--- src/rtl/o_detect_pkg.sv ---
// Shared types and defaults for the O_detect front end (serializer feeding the detector).
package o_detect_pkg;

   typedef enum logic [1:0] {
      SER_IDLE,
      SER_SHIFT,
      SER_PAR
   } ser_state_t;

   localparam int unsigned SER_W_DEFAULT = 8;

endpackage

--- src/rtl/o_detect_serializer.sv ---
// Parallel-in/serial-out stage driving the O_detect `in` line, one bit per clk.
// Define SER_PARITY_EN to append one even-parity bit after each word.
module o_detect_serializer
   import o_detect_pkg::*;
#(
   parameter int unsigned WIDTH      = SER_W_DEFAULT,
   parameter bit          MSB_FIRST  = 1'b1,
   parameter logic        IDLE_LEVEL = 1'b0
) (
   input  logic             clk,
   input  logic             rst,
   input  logic             load_valid,
   output logic             load_ready,
   input  logic [WIDTH-1:0] load_data,
   output logic             ser_out,
   output logic             ser_valid,
   output logic             busy,
   output logic             done
);

   localparam int unsigned     CW           = $clog2(WIDTH);
   localparam logic [CW-1:0]   CNT_LAST     = CW'(WIDTH - 1);
   localparam logic [CW-1:0]   CNT_PRELAST  = CW'(WIDTH - 2);

   ser_state_t       r_state;
   logic [CW-1:0]    r_cnt;
   logic [WIDTH-1:0] r_sreg;
   logic             r_ser_out;
   logic             r_ser_valid;
   logic             r_done;
`ifdef SER_PARITY_EN
   logic             r_par;
`endif

   logic             w_last_bit;
   logic             w_accept;
   logic             w_load_head;
   logic [WIDTH-1:0] w_load_rest;
   logic             w_sreg_head;
   logic [WIDTH-1:0] w_sreg_rest;

   // sreg holds only the bits not yet on ser_out, aligned so the next bit is always at the head.
   assign w_load_head = MSB_FIRST ? load_data[WIDTH-1] : load_data[0];
   assign w_load_rest = MSB_FIRST ? {load_data[WIDTH-2:0], 1'b0} : {1'b0, load_data[WIDTH-1:1]};
   assign w_sreg_head = MSB_FIRST ? r_sreg[WIDTH-1] : r_sreg[0];
   assign w_sreg_rest = MSB_FIRST ? {r_sreg[WIDTH-2:0], 1'b0} : {1'b0, r_sreg[WIDTH-1:1]};

`ifdef SER_PARITY_EN
   assign w_last_bit = (r_state == SER_PAR);
`else
   assign w_last_bit = (r_state == SER_SHIFT) && (r_cnt == CNT_LAST);
`endif

   assign load_ready = (r_state == SER_IDLE) || w_last_bit;
   assign w_accept   = load_valid && load_ready;
   assign ser_out    = r_ser_out;
   assign ser_valid  = r_ser_valid;
   assign busy       = r_ser_valid;
   assign done       = r_done;

   always_ff @(posedge clk or negedge rst) begin
      if (!rst) begin
         r_state     <= SER_IDLE;
         r_cnt       <= '0;
         r_sreg      <= '0;
         r_ser_out   <= IDLE_LEVEL;
         r_ser_valid <= 1'b0;
         r_done      <= 1'b0;
`ifdef SER_PARITY_EN
         r_par       <= 1'b0;
`endif
      end else if (w_accept) begin
         r_state     <= SER_SHIFT;
         r_cnt       <= '0;
         r_sreg      <= w_load_rest;
         r_ser_out   <= w_load_head;
         r_ser_valid <= 1'b1;
         r_done      <= 1'b0;
`ifdef SER_PARITY_EN
         r_par       <= ^load_data;
`endif
      end else begin
         case (r_state)
            SER_SHIFT: begin
               if (r_cnt == CNT_LAST) begin
`ifdef SER_PARITY_EN
                  r_state   <= SER_PAR;
                  r_ser_out <= r_par;
                  r_done    <= 1'b1;
`else
                  r_state     <= SER_IDLE;
                  r_ser_out   <= IDLE_LEVEL;
                  r_ser_valid <= 1'b0;
                  r_done      <= 1'b0;
`endif
               end else begin
                  r_cnt     <= r_cnt + CW'(1);
                  r_ser_out <= w_sreg_head;
                  r_sreg    <= w_sreg_rest;
`ifdef SER_PARITY_EN
                  r_done    <= 1'b0;
`else
                  r_done    <= (r_cnt == CNT_PRELAST);
`endif
               end
            end
            default: begin
               r_state     <= SER_IDLE;
               r_ser_out   <= IDLE_LEVEL;
               r_ser_valid <= 1'b0;
               r_done      <= 1'b0;
            end
         endcase
      end
   end

endmodule

--- config.mk ---
export PLATFORM = sky130hd
export DESIGN_NAME = o_detect_serializer
export DESIGN_NICKNAME = d
export VERILOG_FILES = /design/src/rtl/o_detect_pkg.sv /design/src/rtl/o_detect_serializer.sv
export SDC_FILE = /design/constraint.sdc
export NUM_CORES = 1
export LEC_CHECK = 0
export ABC_AREA = 1
export CORE_MARGIN = 5
export CORE_UTILIZATION = 40
export CTS_BUF_LIST = sky130_fd_sc_hd__clkbuf_4 sky130_fd_sc_hd__clkbuf_8 sky130_fd_sc_hd__clkbuf_16
export DETAILED_ROUTE_END_ITERATION = 7
export DONT_BUFFER_PORTS = 1
export PLACE_DENSITY_LB_ADDON = 0.12
export SLEW_MARGIN = 30
export SYNTH_ARGS = -nofsm -noshare
export SYNTH_HDL_FRONTEND = slang
export SYNTH_SLANG_ARGS = --single-unit
--- constraint.sdc ---
create_clock -name clk -period 3.7 [get_ports clk]
set_clock_uncertainty 0.05 [all_clocks]
set_input_delay 0.37 -clock clk [delete_from_list [all_inputs] [get_ports clk]]
set_output_delay 0.37 -clock clk [all_outputs]
set_load 0.03 [all_outputs]
Word-level counts from Yosys, hierarchy flattened
Index checks and enable logic that the tools add are counted.
Widths: inputs -> output; s select.

operators by class
  multipliers = 0
  divide/modulo/power cells = 0
  eq/ne operators = 5
  shifts and indexed selects = 0
  reductions and logical operators = 6
  $lt $le $gt $ge = 0
  bitwise operators = 0
  add/sub/neg operators = 1
  muxes and demuxes = 18

operators by type and width
  kind                 count
  $mux 8               3
  $mux 1               9
  $mux 3               3
  $eq 3x3->1 const B   2
  $mux 2               3
  $add 3x1->3 const B  1
  $ne 3x2->1 const B   1
  $eq 2x1->1 const B   1
  $logic_and 1x1->1    2
  $logic_not 2->1      1
  $ne 2x2->1 const B   1
  $reduce_and 2->1     1
  $reduce_bool 2->1    1
  $logic_or 1x1->1     1

storage, ports and cells
  latch bits = 0
  bits in read-only memories = 0
  register bits after elaboration = 16
  bits of input ports = 11
  output and inout bits = 5
  memories = 0
  logic and storage cells = 36
  bits in writable memories = 0

Longest topological paths before layout
Gate-level depths: netlist of the first run.

  depth after elaboration = 6
  mapped depth = 7
  mapped depth without buffers = 6

Worst setup path before layout of the first run
OpenSTA, ideal clock, no wires.

  path type = register to output
  from = reg r_cnt[1]
  to = out load_ready
  path buffers = 1
  slack = 2.236 ns
  required time = 3.280 ns
  stages on the path, launching flop included = 6
  arrival = 1.044 ns
  cell sequence = dfrtp_1 -> ha_1 -> ha_1 -> inv_1 -> nand2_2 -> buf_6

between the ends
  cells in the longest elaborated chain, start to end = 3

RTL lines
  what                    RTL line                   RTL
  from (decl)             o_detect_serializer.sv:26  logic [CW-1:0] r_cnt;
  from (signal assigned)  o_detect_serializer.sv:97  r_cnt <= r_cnt + CW'(1);
  $eq 3x3->1              o_detect_serializer.sv:51  assign w_last_bit = (r_state == SER_SHIFT) && (r_cnt == CNT_LAST);
  $logic_and 1x1->1       o_detect_serializer.sv:51
  $logic_or 1x1->1        o_detect_serializer.sv:54  assign load_ready = (r_state == SER_IDLE) || w_last_bit;
  to (decl)               o_detect_serializer.sv:13  output logic load_ready,

Every way passes these cells.

==> results of run 1 <==
==> cells in the mapped netlist <==
| cell | count |
|---|---|
| buf_6 | 3 |
| ha_1 | 3 |
| nor2_2 | 1 |
| nand2_1 | 13 |
| nand3_1 | 23 |
| buf_4 | 1 |
| inv_2 | 1 |
| dfrtp_1 | 13 |
| nor2_1 | 1 |
| o21ai_1 | 2 |
| inv_1 | 3 |
| nand2_2 | 2 |
==> final cells by class <==
class / count / area [sq um] / share of cell area
Inverter: 4 / 15.0 / 0.0237
Multi-Input combinational cell: 45 / 234 / 0.369
Timing Repair Buffer: 1 / 10.0 / 0.0158
Sequential cell: 13 / 325 / 0.513
Tap cell: 16 / 20.0 / 0.0316
Clock buffer: 4 / 30.0 / 0.0473
==> cell usage in the layout, fill, tap and decap left out <==
cell | Yosys | final
nand3_1 | 23 | 23
o21ai_1 | 2 | 2
inv_2 | 1 | 1
nor2_1 | 1 | 1
dfrtp_1 | 13 | 13
inv_1 | 3 | 3
nand2_2 | 2 | 2
clkbuf_4 | 0 | 4
nor2_2 | 1 | 1
nand2_1 | 13 | 13
ha_1 | 3 | 3
dlygate4sd3_1 | 0 | 1
==> state kept, by name, indices dropped and copies added, names as in the netlist <==
name / flops
r_cnt: 3
r_sreg: 7
busy: 1
ser_out: 1
done: 1
==> power breakdown <==
group          leakage (nW)  internal, mW  total [mW]  switching, mW
Combinational         0.140        0.0566       0.169          0.113
Sequential            0.166         0.196       0.253         0.0567
Clock                0.0184        0.0491      0.0943         0.0452
==> through the flow <==
stage | total power [mW] | worst slack (ps)
after global placement | 0.422 | 2080
after CTS | 0.526 | 1780
final | 0.517 | 1800
after detailed placement | 0.424 | 2060
after floorplan | 0.416 | 2240
after global routing | 0.572 | 1700
==> routing by layer <==
layer | vias to the layer above | routed length [microns] | share of wire | global-route usage
met4 | 0 | 8 | 0.0070 | 0.0269
met2 | 17 | 472 | 0.41 | 0.142
met5 | - | 0 | 0 | 0
met3 | 2 | 113 | 0.099 | 0.0795
met1 | 210 | 553 | 0.48 | 0.143
li1 | 221 | - | - | -
==> path summary, 6_finish.rpt <==
check / end / slack (ps) / cells past startpoint
worst max-delay path: load_ready / 1800 / 1
worst min-delay path: ser_out / 180 / 2
worst max register to register: r_sreg[5] / 2040 / 3
worst min register to register: ser_out / 440 / 2
max in group asynchronous: r_cnt[1] / 2730 / 1
min in group asynchronous: busy / 480 / 1
==> cells by family (layout without fill, tap and decap cells) <==
logic type / after synthesis / after routing / synth area share
compound gates: 2 / 2 / 0.0163
fa+ha+maj: 3 / 3 / 0.0610
buf+inv: 8 / 9 / 0.0915
flops: 13 / 13 / 0.528
simple gates: 40 / 40 / 0.303
==> results.json, run 1 <==
{
  "status": "complete, no violations",
  "final-setup-viol-count": 0,
  "grt_max_degree": 22,
  "cts_tree": "done",
  "fin_util": 0.426,
  "drv_cap": 0,
  "final_cells": 83,
  "r2r_start": "busy",
  "drive_gt1_frac": 0.119,
  "cts.repair.resized": 0,
  "core_area_sq_um": 1490,
  "yosysTopAreaCellShare": 0.528,
  "powerDensity_nw_per_um2": 815,
  "die_w_microns": 49.2,
  "cts_max_path_buffers": 2,
  "max_stage_delay_ps": 730,
  "initial_core_util": 0.413,
  "cts_hold_buf": 1,
  "vias_per_cell": 5.42,
  "nNetsFinal": 82,
  "fmax_ghz": 0.526,
  "critical-path-slowest-cell": "dfrtp_1",
  "crit_start": "busy",
  "fin_hold_ws_ps": 180,
  "syn-instance-count": 66,
  "rsz0062_at_grt": "no",
  "yosys.area.top_type": "dfrtp_1",
  "hold_path.startpoint": "load_data[7]",
  "ys_seq_elements": 13,
  "io_pins": 16,
  "rows": 14,
  "syn_avg_cell_area_sq_um": 9.33,
  "period_share": 0.514,
  "antenna_left": 0,
  "path_max_fanout": 21,
  "area_delta_synth_final_pct": 3.05,
  "max_slew_margin": 0.606,
  "path_class": "flop to output port",
  "worstPathCellList": "nand2_2",
  "slew_viol_final": 0,
  "hpwl_microns": 763,
  "clock_latency_ps": 270,
  "ys_types": 12,
  "crit_buf_inv": 0,
  "grt_pass1_wl_microns": 2000,
  "yosys_warnings": 0,
  "drt-wirelength-per-cell_microns": 13.8,
  "syn_nets": 80,
  "cp_top_family": "flip-flops",
  "cts_max_level": 1,
  "fillers": 161,
  "die_area_sq_um": 2420,
  "cts-root-buf": "clkbuf_4",
  "numClockSinks": 13,
  "vdd_drop_max_mv": 0.426,
  "finalSetupTns_ps": 0,
  "antennaDiodeCount": 0,
  "syn_area_sq_um": 616,
  "grt_antenna_before_repair": 0,
  "vias": 450,
  "yosysSeqAreaShare": 0.528,
  "cp.arrival_ps": 1480,
  "ys_top_cells_by_area": "dfrtp_1, nand3_1, nand2_1, ha_1, buf_6",
  "cp.required_ps": 3280,
  "worst_pin_slew_ps": 590,
  "io_buffers": 0,
  "drt_iter0_markers": 5,
  "gp_congestion": 0.707,
  "dpl_cell_area_sq_um": 594,
  "finalHoldViolCount": 0,
  "grt_pass1_vias": 451,
  "grt.total_usage": 0.110,
  "p_leak_nw": 0.324,
  "grt-ovfl-total": 0,
  "die_h_microns": 49.2,
  "design_area_sq_um": 634,
  "finalCriticalPeriod_ps": 1900,
  "critPathLaunchType": "flop",
  "drc": 0,
  "postCtsSetupBuffers": 0,
  "placed_cells": 78,
  "cts_buffers": 3,
  "cp-end-kind": "output port",
  "clkTransAtPathRegs_ps": 80,
  "hold_class": "primary input to flop",
  "first_pass_iters": 4,
  "wirelength_microns": 1150
}
(Power assumes the default switching activity.)
==> run 2, diff against run 1 <==
- clock period: 3.7 -> 1.7 ns (I/O delays scaled with it)
==> run 2 against run 1 <==
First-iteration DRC count rose by 20%. Sequential share of layout area fell by 6.8 points. Count of clock-buffer cells in the layout did not move. Combinational power rose to 2.9 times the previous value. Sequential power rose by 110%. Utilization rose by 6.6 points. Clock power rose by 120%. Via count rose by 8.9%. Non-clock buffer count rose by 9. Largest power group unchanged.
==> results.json, run 2 (synthesis results as in run 1) <==
{
  "status": "complete, no violations",
  "largest_reg_flops": 7,
  "drive_gt1_frac": 0.195,
  "drt-wirelength-per-cell_microns": 13.9,
  "antennaDiodeCount": 0,
  "die_w_microns": 49.2,
  "min_path_cells": 2,
  "core_area_sq_um": 1490,
  "cts_buffers": 3,
  "cts_max_path_buffers": 2,
  "grt_max_degree": 14,
  "vdd_drop_max_mv": 0.778,
  "wirelength_microns": 1290,
  "grt-ovfl-total": 0,
  "cp.arrival_ps": 1380,
  "finalSetupTns_ps": 0,
  "final_cell_mix": "nand3_1, nand2_1, dfrtp_1, dlygate4sd3_1, clkbuf_4",
  "design_area_sq_um": 732,
  "grt.total_usage": 0.123,
  "dpl_cell_area_sq_um": 609,
  "drt_iter0_markers": 6,
  "clkTransAtPathRegs_ps": 80,
  "period_share": 0.942,
  "max_slew_margin": 0.594,
  "vias_per_cell": 5.27,
  "nNetsFinal": 92,
  "grt_antenna_before_repair": 0,
  "vias": 490,
  "final_common_cell": "nand3_1",
  "drc": 0,
  "numClockSinks": 13,
  "fillers": 149,
  "r2r_start": "r_cnt[0]",
  "regMostFlops": "r_sreg",
  "cts-root-buf": "clkbuf_4",
  "area_delta_synth_final_pct": 18.9,
  "multi_input_area_sq_um": 248,
  "powerDensity_nw_per_um2": 1690,
  "die_h_microns": 49.2,
  "final-setup-viol-count": 0,
  "grt_pass1_vias": 501,
  "reg2reg_slack_ps": 290,
  "hpwl_microns": 794,
  "critPathLaunchType": "flop",
  "slew_viol_final": 0,
  "hold_class": "primary input to flop",
  "holdPathEnd": "r_sreg[3]",
  "dp_slack_ps": 167,
  "path_max_fanout": 11,
  "finalHoldViolCount": 0,
  "top_regs": "r_sreg: 7 flops, r_cnt: 3 flops",
  "clock_latency_ps": 270,
  "hold_path.startpoint": "load_valid",
  "path_class": "flop to output port",
  "r2r-end": "r_sreg[3]",
  "timing.final.ws_setup_ps": 98.9,
  "io_pins": 16,
  "gp_congestion": 0.715,
  "cp-end-kind": "output port",
  "first_pass_iters": 3,
  "p_leak_nw": 0.370,
  "worst-r2r-cell-count": 5,
  "rsz0062_at_grt": "no",
  "regArea_sq_um": 325,
  "initial_core_util": 0.413,
  "worst_pin_slew_ps": 608,
  "cp.required_ps": 1480,
  "finalCriticalPeriod_ps": 1600,
  "io_buffers": 0,
  "antenna_left": 0,
  "cts_max_level": 1,
  "rows": 14,
  "grt_pass1_wl_microns": 2240,
  "cts_tree": "done",
  "fin_hold_ws_ps": 15.6,
  "fmax_ghz": 0.625,
  "die_area_sq_um": 2420,
  "drv_cap": 0
}
==> run 2: cell types whose count changed in the layout (fill, tap and decap cells not counted), sizes merged <==
cell | before | now
buf | 0 | 4
nand2 | 15 | 16
dlygate4sd3 | 1 | 6
==> run 2: stage by stage <==
step	util	std cells	power, mW
floorplan	-	66	0.906
global placement	0.409	80	0.943
detailed placement	0.409	80	0.949
CTS	0.477	91	1.21
global route	0.492	93	1.35
finish	0.492	93	1.24
==> run 2: what timing repair did <==
action,CTS,global route
hold endpoints to repair,17,0
pin swaps,1,0
buffers inserted,0,2
hold buffers,6,0
gates cloned,1,0
gates resized for setup,2,2
setup endpoints to repair,1,1
==> run 2: critical path: stages (launching register included) <==
cell	delay, ps
dfrtp_1	390
ha_1	200
ha_2	180
inv_2	70
nand2_4	100
buf_6	170
==> run 2: metal layers <==
layer,wire (microns),global-route usage
met4,16,0.0807
met3,76,0.0489
met5,0,0
met2,578,0.182
met1,618,0.144
==> run 2: cell type report <==
class	instances	share of cell area
Inverter	4	0.0205
Timing Repair Buffer	10	0.128
Sequential cell	13	0.444
Tap cell	16	0.0274
Clock buffer	4	0.0410
Multi-Input combinational cell	46	0.338
==> run 2: power breakdown <==
part	leakage, nW	internal (mW)	switching [mW]
clock	0.0184	0.107	0.103
sequential	0.166	0.428	0.100
combinational	0.185	0.194	0.304
total	0.370	0.728	0.507
==> run 2: worst max-delay path by stage <==
| stage | startpoint | slack (ps) | to | cells past startpoint |
|---|---|---|---|---|
| global placement | r_cnt[1] | 180 | load_ready | 5 |
| finish | r_cnt[0] | 100 | load_ready | 5 |
| CTS | r_cnt[1] | 6 | load_ready | 5 |
| floorplan | r_cnt[1] | 360 | r_sreg[5] | 7 |
| detailed placement | r_cnt[1] | 170 | load_ready | 5 |
| global route | r_cnt[0] | 5 | load_ready | 5 |
==> run 3, diff against run 2 <==
- CTS_CLUSTER_SIZE: unset -> 40
==> results of run 3 <==
Final layout, timing and power as in run 2 (identical DEF).
